File: src/rtl/oc_if.sv
// Bus between the systolic-array row output, the ping-pong output buffer and the DDR reader.
// Handshake: a sample is taken when row_valid_out && wrdy; a word is requested when rd_en && rrdy, and returns next cycle with dout_valid.
interface oc_if #(
  parameter int Data_width = 8,
  parameter int DDR_width  = 128
);
  logic [Data_width-1:0] row_data_out;
  logic                  row_valid_out;
  logic                  row_last;
  logic                  wrdy;
  logic                  rd_en;
  logic                  rrdy;
  logic [DDR_width-1:0]  dout;
  logic                  dout_valid;
  logic                  rlast;
  logic                  overflow;
  logic [1:0]            wstate;

  modport master (
    output row_data_out, row_valid_out, row_last, rd_en,
    input  wrdy, rrdy, dout, dout_valid, rlast, overflow, wstate
  );

  modport slave (
    input  row_data_out, row_valid_out, row_last, rd_en,
    output wrdy, rrdy, dout, dout_valid, rlast, overflow, wstate
  );
endinterface

File: src/rtl/oc.sv
// Output collector: packs SA row samples into DDR words and buffers them in two
// ping-pong banks that the DDR side drains strictly alternately.
module oc #(
  parameter int Data_width = 8,
  parameter int DDR_width  = 128,
  parameter int BANK_DEPTH = 4
) (
  input logic clk,
  input logic rst,
  oc_if.slave bus
);
  localparam int LANES = DDR_width / Data_width;
  localparam int LW    = (LANES > 1) ? $clog2(LANES) : 1;
  localparam int AW    = $clog2(BANK_DEPTH);
  localparam logic [LW-1:0] LANE_MAX = LW'(LANES - 1);
  localparam logic [AW-1:0] PTR_MAX  = AW'(BANK_DEPTH - 1);
  localparam logic [AW:0]   CNT_ONE  = (AW + 1)'(1);

  typedef enum logic [1:0] {W0 = 2'd0, W1 = 2'd1, WFULL = 2'd2} wstate_t;

  wstate_t              wstate;
  logic [LW-1:0]        lane_cnt;
  logic [DDR_width-1:0] asm_reg;
  logic [DDR_width-1:0] asm_next;
  logic [AW-1:0]        wr_ptr;
  logic [AW-1:0]        rd_ptr;
  logic [AW:0]          bank_cnt [2];
  logic [1:0]           bank_closed;
  logic                 rd_bank;
  logic [DDR_width-1:0] mem [2*BANK_DEPTH];

  logic                 wr_bank, accept, commit, close;
  logic                 rd_fire, rd_last, other_free;
  logic [1:0]           close_mask, free_mask;
  logic [DDR_width-1:0] dout_r;
  logic                 dv_r, rlast_r, ovf_r;

  always_comb begin
    wr_bank  = (wstate == W1);
    accept   = bus.row_valid_out && (wstate != WFULL);
    commit   = accept && ((lane_cnt == LANE_MAX) || bus.row_last);
    close    = commit && ((wr_ptr == PTR_MAX) || bus.row_last);
    asm_next = asm_reg;
    asm_next[lane_cnt*Data_width +: Data_width] = bus.row_data_out;
    rd_fire  = bus.rd_en && bank_closed[rd_bank];
    rd_last  = rd_fire && ({1'b0, rd_ptr} == (bank_cnt[rd_bank] - CNT_ONE));
    // The other bank counts as free if the reader releases it on this same edge.
    other_free = !bank_closed[!wr_bank] || (rd_last && (rd_bank == !wr_bank));
    close_mask = {close && wr_bank, close && !wr_bank};
    free_mask  = {rd_last && rd_bank, rd_last && !rd_bank};
  end

  // Bank storage is deliberately not reset; bank_closed gates every read.
  always_ff @(posedge clk) begin
    if (!rst && commit) mem[{wr_bank, wr_ptr}] <= asm_next;
  end

  always_ff @(posedge clk) begin
    if (rst) begin
      wstate      <= W0;
      lane_cnt    <= '0;
      asm_reg     <= '0;
      wr_ptr      <= '0;
      rd_ptr      <= '0;
      rd_bank     <= 1'b0;
      bank_closed <= '0;
      bank_cnt[0] <= '0;
      bank_cnt[1] <= '0;
      dout_r      <= '0;
      dv_r        <= 1'b0;
      rlast_r     <= 1'b0;
      ovf_r       <= 1'b0;
    end else begin
      if (bus.row_valid_out && (wstate == WFULL)) ovf_r <= 1'b1;
      if (accept) begin
        lane_cnt <= commit ? '0 : lane_cnt + 1'b1;
        asm_reg  <= commit ? '0 : asm_next;
      end
      if (commit) wr_ptr <= close ? '0 : wr_ptr + 1'b1;
      if (close) bank_cnt[wr_bank] <= {1'b0, wr_ptr} + CNT_ONE;
      bank_closed <= (bank_closed | close_mask) & ~free_mask;

      case (wstate)
        W0, W1:  if (close) wstate <= other_free ? (wr_bank ? W0 : W1) : WFULL;
        WFULL:   if (rd_last) wstate <= rd_bank ? W1 : W0;
        default: wstate <= W0;
      endcase

      if (rd_fire) begin
        dout_r  <= mem[{rd_bank, rd_ptr}];
        dv_r    <= 1'b1;
        rlast_r <= rd_last;
        rd_ptr  <= rd_last ? '0 : rd_ptr + 1'b1;
        if (rd_last) rd_bank <= !rd_bank;
      end else begin
        dv_r    <= 1'b0;
        rlast_r <= 1'b0;
      end
    end
  end

  assign bus.wrdy       = (wstate != WFULL);
  assign bus.rrdy       = bank_closed[rd_bank];
  assign bus.dout       = dout_r;
  assign bus.dout_valid = dv_r;
  assign bus.rlast      = rlast_r;
  assign bus.overflow   = ovf_r;
  assign bus.wstate     = wstate;
endmodule

File: src/flat_wrapper.sv
// flat-port wrapper written by rule: the top's interface ports become plain ports
module oc_flat 
#(
  parameter int Data_width = 8,
  parameter int DDR_width  = 128,
  parameter int BANK_DEPTH = 4
)
  (clk, rst, bus_row_data_out, bus_row_valid_out, bus_row_last, bus_rd_en, bus_wrdy, bus_rrdy, bus_dout, bus_dout_valid, bus_rlast, bus_overflow, bus_wstate);
  oc_if #(.Data_width(Data_width), .DDR_width(DDR_width)) bus_i ();
  input logic clk;
  input logic rst;
  input wire logic [$bits(bus_i.row_data_out)-1:0] bus_row_data_out;
  input wire logic [$bits(bus_i.row_valid_out)-1:0] bus_row_valid_out;
  input wire logic [$bits(bus_i.row_last)-1:0] bus_row_last;
  input wire logic [$bits(bus_i.rd_en)-1:0] bus_rd_en;
  output wire logic [$bits(bus_i.wrdy)-1:0] bus_wrdy;
  output wire logic [$bits(bus_i.rrdy)-1:0] bus_rrdy;
  output wire logic [$bits(bus_i.dout)-1:0] bus_dout;
  output wire logic [$bits(bus_i.dout_valid)-1:0] bus_dout_valid;
  output wire logic [$bits(bus_i.rlast)-1:0] bus_rlast;
  output wire logic [$bits(bus_i.overflow)-1:0] bus_overflow;
  output wire logic [$bits(bus_i.wstate)-1:0] bus_wstate;
  assign bus_i.row_data_out = bus_row_data_out;
  assign bus_i.row_valid_out = bus_row_valid_out;
  assign bus_i.row_last = bus_row_last;
  assign bus_i.rd_en = bus_rd_en;
  assign bus_wrdy = bus_i.wrdy;
  assign bus_rrdy = bus_i.rrdy;
  assign bus_dout = bus_i.dout;
  assign bus_dout_valid = bus_i.dout_valid;
  assign bus_rlast = bus_i.rlast;
  assign bus_overflow = bus_i.overflow;
  assign bus_wstate = bus_i.wstate;
  oc #(.Data_width(Data_width), .DDR_width(DDR_width), .BANK_DEPTH(BANK_DEPTH)) u_core (.clk(clk), .rst(rst), .bus(bus_i));
endmodule
File: config.mk
export PLATFORM = sky130hd
export DESIGN_NAME = oc_flat
export DESIGN_NICKNAME = d
export VERILOG_FILES = /design/src/rtl/oc_if.sv /design/src/rtl/oc.sv /design/src/flat_wrapper.sv
export SDC_FILE = /design/constraint.sdc
export NUM_CORES = 1
export LEC_CHECK = 0
export BUFFER_PORTS_ARGS = -buffer_cell sky130_fd_sc_hd__buf_2
export CORE_UTILIZATION = 53
export CTS_CLUSTER_DIAMETER = 40
export DETAILED_ROUTE_END_ITERATION = 16
export PLACE_DENSITY = 0.7
export SLEW_MARGIN = 15
export SYNTH_ARGS = -nofsm -noshare
export SYNTH_HDL_FRONTEND = slang
export SYNTH_SLANG_ARGS = --single-unit
File: constraint.sdc
create_clock -name clk -period 14.2 [get_ports clk]
set_input_delay 2.13 -clock clk [delete_from_list [all_inputs] [get_ports clk]]
set_output_delay 2.13 -clock clk [all_outputs]
set_load 0.02 [all_outputs]
==> results of run 1 <==
[metal layers]
metal	part of all wire, %	global-route usage, %	up-vias
met5	0	0	-
met4	2.8	8.62	0
met3	8.1	4.38	230
met2	49	41.1	1221
met1	40	34.4	14343
li1	-	-	11982
[how the worst min path moves through the flow]
stage	cells past startpoint	start	slack (ns)	endpoint
CTS	1	u_core.asm_reg[44]	0.46	u_core.asm_reg[44]
global route	1	u_core.asm_reg[44]	0.47	u_core.asm_reg[44]
floorplan	1	u_core.asm_reg[40]	0.43	u_core.asm_reg[40]
finish	1	u_core.asm_reg[44]	0.46	u_core.asm_reg[44]
global placement	2	u_core.asm_reg[31]	0.44	u_core.asm_reg[31]
detailed placement	1	u_core.asm_reg[44]	0.44	u_core.asm_reg[44]
[logic make-up (layout without fill, tap and decap cells)]
| logic type | count (synthesis) | after routing | synth area share [%] |
|---|---|---|---|
| adder cells (fa/ha/maj) | 10 | 10 | 0.252 |
| AO/OA/AOI/OAI | 405 | 405 | 5.95 |
| AND/OR/NAND/NOR | 734 | 734 | 6.19 |
| flip-flops | 1303 | 1303 | 73.4 |
| XOR/XNOR | 7 | 7 | 0.124 |
| buffers and inverters | 202 | 488 | 1.69 |
| multiplexers | 292 | 292 | 12.4 |
[cell type report]
type / count / area [sq um]
timing repair buffer: 194 / 1120
multi-input combinational: 1448 / 12400
sequential: 1303 / 36400
tap: 1243 / 1560
fill: 6557 / 35500
clock inverter: 97 / 1050
clock buffer: 188 / 4150
inverter: 9 / 38.8
[placed cells by master (no fill, tap or decap), types with 14 or more instances in the layout]
| master | instances |
|---|---|
| inv_6 | 16 |
| clkinv_2 | 16 |
| mux2_2 | 32 |
| dfxtp_1 | 270 |
| buf_4 | 45 |
| and3_1 | 20 |
| nor2_1 | 212 |
| bufinv_16 | 14 |
| a311oi_1 | 128 |
| o21ai_0 | 88 |
| mux4_2 | 256 |
| o21ai_1 | 29 |
| a21oi_1 | 32 |
| a22oi_1 | 37 |
| clkbuf_1 | 22 |
| a32oi_1 | 16 |
| o2bb2ai_1 | 40 |
| nand2_1 | 402 |
| clkinv_1 | 18 |
| edfxtp_1 | 1030 |
| clkbuf_16 | 158 |
| buf_2 | 146 |
[metrics by stage]
step	std cells	power [mW]	setup WS (ns)	utilization, %	hold WS (ns)
after global placement	4197	4.43	7.86	55.9	0.441
after CTS	4482	8.34	8.58	61.5	0.462
after floorplan	2953	4.36	1.88	-	0.429
after detailed placement	4197	4.43	7.80	55.9	0.442
after global routing	4482	8.51	8.30	61.5	0.475
final	4482	8.29	8.54	61.5	0.463
[power groups by stage]
stage	Clock [mW]	Sequential (mW)	Combinational, mW
after CTS	3.98	4.13	0.228
after global placement	0	4.21	0.222
final	3.93	4.13	0.226
after global routing	4.13	4.13	0.244
after floorplan	0	4.22	0.146
after detailed placement	0	4.21	0.226
[synthesized netlist by cell type (all sizes together) (13+ instances only)]
cell	count	share of area (%)
edfxtp	1030	62
nand2	403	3.0
dfxtp	273	11
mux4	256	12
nor2	217	1.6
clkbuf	130	0.98
a311oi	128	2.3
o21ai	118	1.2
buf	63	0.64
o2bb2ai	40	0.71
a22oi	37	0.56
a21oi	33	0.34
mux2	32	0.73
and3	20	0.25
nor3	19	0.23
nand3	17	0.24
a32oi	16	0.28
or3	13	0.16
[critical path, stage by stage]
cell     delay [ns]
buf_2          0.16
a31o_2         0.39
nand3_1        0.36
nor2_1         0.25
nand2_1        0.23
nor2_4         0.68
buf_4          1.00
buf_4          0.74
==> impl_metrics.ini, run 1 <==
[status]
run_status = finished, final reports clean

[floorplan]
start_util_pct = 53.8
core_sq_um = 92200
design.die.area_sq_um = 94800
die_height_um = 308
core.rowCount = 111
floorplan.die.width_um = 308
ios = 148

[grt]
gr-total-overflow = 0
antenna_found_initial = 0
grt_use_total_pct = 25.2
grt_pass1_vias = 28484
grt_start_max_net_pins = 161
grt_first_pass_wirelength_um = 176000

[yosys]
synth-edff-count = 1030
yosys_warnings = 0
avgSynthCellArea_sq_um = 16.8
postSynth.topFlopCell = edfxtp_1
syn_area_sq_um = 49600
synth_nets = 2976
syn_inst = 2953
asyncSetResetFlopFracSynth_pct = 0
synth.distinct_cells = 60
seq_area_frac_synth_pct = 73.4
ys_seq_elements = 1303

[sta]
report.final.hold_viol_count = 0
timing_max_transition_violations_final = 0
max-slew-margin-rel_pct = 11.0
totalNegativeSetupSlack_ns = 0
period_needed_ns = 5.66
setup_viol_count_final = 0
grt_setup_unrepaired = false
fmax_mhz = 177
final.period_utilization_pct = 39.8
final.setup_skew_ns = 0.0372
max_slew.worst_pin.slew_ns = 1.32

[pwr]
power.share.clock_pct = 47.5
vdd_drop_max_mv = 0.126
p_per_area_nw_per_um2 = 146
total_internal_power_mw = 6.55
netSwitchingFraction_pct = 21.0
power.net_switching_mw = 1.74
power.share.sequential_pct = 49.8
combinational_share_of_power_pct = 2.7
leakage_nw = 18.4

[cts]
htree_levels = 4
postCtsHoldBufs = 0
worst_skew_pair.late_latency_ns = 0.76
clk_transition_reported_paths_ns = 0.06
post_cts.repair.setup_buffers = 0
cts-buffers-inserted = 153
clockRootBuffer = clkbuf_16
ctsLongestPathBuffers = 3
tritoncts_clock_tree = done
postCtsResizedCells = 0
clock_sink_count = 1303

[cells_and_area]
synthesis_to_layout_area_growth_pct = 14.4
finish.net_count = 3132
layout.cell_area.non_filler_sq_um = 56800
number_of_flip_flops_under_the_largest_register_name = 1024
n_antenna_cell = 0
post_route_cells_drive_above_1_share_pct = 23.6

[critical_path]
start_point_of_the_critical_path = bus_row_last
worstSetupPathType = in2reg
crit-reg2reg-capture = u_core.mem[7][44]
worstPathMaxFanout = 62
crit_arrival_ns = 6.02
reg2reg_depth = 8
worst_setup_path_endpoint = u_core.mem[7][44]
crit_path_start_kind = input pin
ff2ff_setup_slack_ns = 8.92
critical_path.endpoint_type = flip-flop
critPathRequiredTime_ns = 14.56
rr_startpoint = u_core.lane_cnt[0]

[hold_path]
hold_path_class = reg2reg

[place]
detailed_place_hpwl_um = 65400
routability_cong = 0.906
io_buffers = 147
post_dp_cell_area_sq_um = 51600

[drt]
number_of_vias_after_detailed_routing = 27776
first_pass_iters = 5
post_drt_wl_per_cell_um = 26.2
vias_per_cell = 6.20
drt_wl_total_um = 117000
detail_route.drc_violations = 0
drt.antenna.violating_nets = 0
detailedRoute.firstIterationViolations = 3289

[run]
drv_cap = 0
Power figures use the tool's default switching activity.
==> run 2: changes to the inputs <==
clock period = 5.8 ns   (was 14.2 ns; I/O delays follow)
==> run 2 against run 1 <==
Net effect:
- via count increased by 0.80%
- routed wire length increased by 3.6%
- register-to-register slack got worse by 7.3 ns
- sequential cell count unchanged
- setup slack got worse by 6.9 ns
- clock-buffer cell count decreased by 6
- global-route usage increased by 0.81 points
- clock skew decreased by 0.0035 ns
- critical path type is now reg2reg
- highest routed layer unchanged
- total power increased by 140%
- cell count about the same
- die area unchanged
- first-iteration DRC count decreased by 3.7%
==> impl_metrics.ini, run 2 (synthesized netlist as in run 1, its figures left out) <==
[pwr]
combinational_share_of_power_pct = 2.9
p_per_area_nw_per_um2 = 354
power.net_switching_mw = 4.42
power.share.clock_pct = 47.1
vdd_drop_max_mv = 0.305
report.power.total_mw = 20.2
leakage_nw = 18.5
total_internal_power_mw = 15.8
netSwitchingFraction_pct = 21.9
power.share.sequential_pct = 50.0

[cells_and_area]
area.sequential_sq_um = 36400
post_route_cells_drive_above_1_share_pct = 23.8
fill_cells = 6478
synthesis_to_layout_area_growth_pct = 15.0
number_of_flip_flops_under_the_largest_register_name = 1024
multiInputGateArea_sq_um = 12500
finish.net_count = 3135
final_cell_mix = edfxtp_1 (1030), nand2_1 (402), dfxtp_1 (270)
final_common_cell = edfxtp_1
layout.core_utilization_pct = 61.8

[drt]
vias_per_cell = 6.24
drt_wl_total_um = 121000
detailedRoute.firstIterationViolations = 3167
number_of_vias_after_detailed_routing = 27999
post_drt_wl_per_cell_um = 27.1
first_pass_iters = 6
drt.antenna.violating_nets = 0
detail_route.drc_violations = 0

[sta]
period_needed_ns = 4.15
final.setup_skew_ns = 0.0337
grt_setup_unrepaired = false
timing_max_transition_violations_final = 0
max-slew-margin-rel_pct = 11.5
fmax_mhz = 241
report.final.hold_viol_count = 0
setup_viol_count_final = 0
final.period_utilization_pct = 71.5
max_slew.worst_pin.slew_ns = 1.31

[critical_path]
delay_of_the_slowest_cell_on_the_worst_path_ns = 0.86
worstSetupPathType = reg2reg
reg2reg_depth = 7
critPathRequiredTime_ns = 6.18
cp_num_buf_inv = 1
ff2ff_setup_slack_ns = 1.65
cpLargestDelayFamily = simple AND/OR/NAND/NOR gates
crit-reg2reg-capture = u_core.mem[1][39]
crit_path_start_kind = flip-flop
crit_slowest_cell = nor3_4
critical_path.endpoint_type = flip-flop
crit_arrival_ns = 4.53
worstPathMaxFanout = 52
path_cells = ha_1 -> a31o_2 -> nand3_1 -> nor2_1 -> nand2_1 -> nor3_4 -> buf_12
rr_startpoint = u_core.lane_cnt[0]
start_point_of_the_critical_path = u_core.lane_cnt[0]

[place]
routability_cong = 0.863
io_buffers = 147
detailed_place_hpwl_um = 68200

[cts]
worst_skew_pair.late_latency_ns = 0.77
clockRootBuffer = clkbuf_16
cts-buffers-inserted = 150
postCtsHoldBufs = 0
post_cts.repair.setup_buffers = 0
tritoncts_clock_tree = done
clock_sink_count = 1303
ctsLongestPathBuffers = 3
clk_transition_reported_paths_ns = 0.06
htree_levels = 4
postCtsResizedCells = 0

[floorplan]
core.rowCount = 111
design.die.area_sq_um = 94800
ios = 148
start_util_pct = 53.8
core_sq_um = 92200
die_height_um = 308
floorplan.die.width_um = 308

[grt]
grt_use_total_pct = 26.0
grt_first_pass_wirelength_um = 180000
gr-total-overflow = 0
grt_start_max_net_pins = 152
antenna_found_initial = 6
grt_pass1_vias = 28245

[run]
drv_cap = 0

[hold_path]
hold_path_class = reg2reg
holdPathEnd = u_core.asm_reg[115]
hold_depth = 1
hold_path_startpoint = u_core.asm_reg[115]

[status]
run_status = finished, final reports clean
-- run 2: metrics by stage --
stage	setup slack, ns	TNS (ns)	instances	area [sq um]	hold slack (ns)
after global placement	1.74	0	4203	51900	0.441
after floorplan	-1.77	-806.23	2953	49600	0.429
after detailed placement	1.67	0	4203	51900	0.446
final	1.65	0	4486	57000	0.463
after CTS	1.68	0	4484	57000	0.436
after global routing	1.47	0	4484	57000	0.470
-- run 2: routing by layer --
| metal | share of wire [%] | GRT usage (%) | vias to the layer above |
|---|---|---|---|
| met2 | 49 | 42.3 | 1341 |
| met3 | 8.2 | 4.49 | 222 |
| li1 | - | - | 11967 |
| met4 | 3.2 | 9.50 | 0 |
| met1 | 39 | 35.4 | 14469 |
| met5 | 0 | 0 | - |
-- run 2: layout make-up --
cell class,count,area share [%]
Antenna cell,2,0.00878
Clock buffer,182,6.90
Clock inverter,99,2.11
Inverter,9,0.0636
Multi-Input combinational cell,1448,21.8
Sequential cell,1303,63.8
Tap cell,1243,2.73
Timing Repair Buffer,200,2.51
-- run 2: worst max path at each step --
stage                        end  slack [ns]  depth (start not counted)
2_1_floorplan   u_core.mem[7][0]       -1.77                          5
3_3_place_gp   u_core.mem[1][63]        1.74                          7
3_5_place_dp   u_core.mem[1][67]        1.67                          7
4_1_cts        u_core.mem[1][39]        1.68                          7
5_1_grt        u_core.mem[1][39]        1.47                          7
6_report       u_core.mem[1][39]        1.65                          7
-- run 2: power by group through the flow --
stage                     Sequential [mW]  Combinational, mW  Clock, mW
after floorplan                      10.3              0.358          0
after global placement               10.3              0.566          0
after detailed placement             10.3              0.577          0
after CTS                            10.1              0.581       9.64
after global routing                 10.1              0.620       10.0
final                                10.1              0.578       9.52
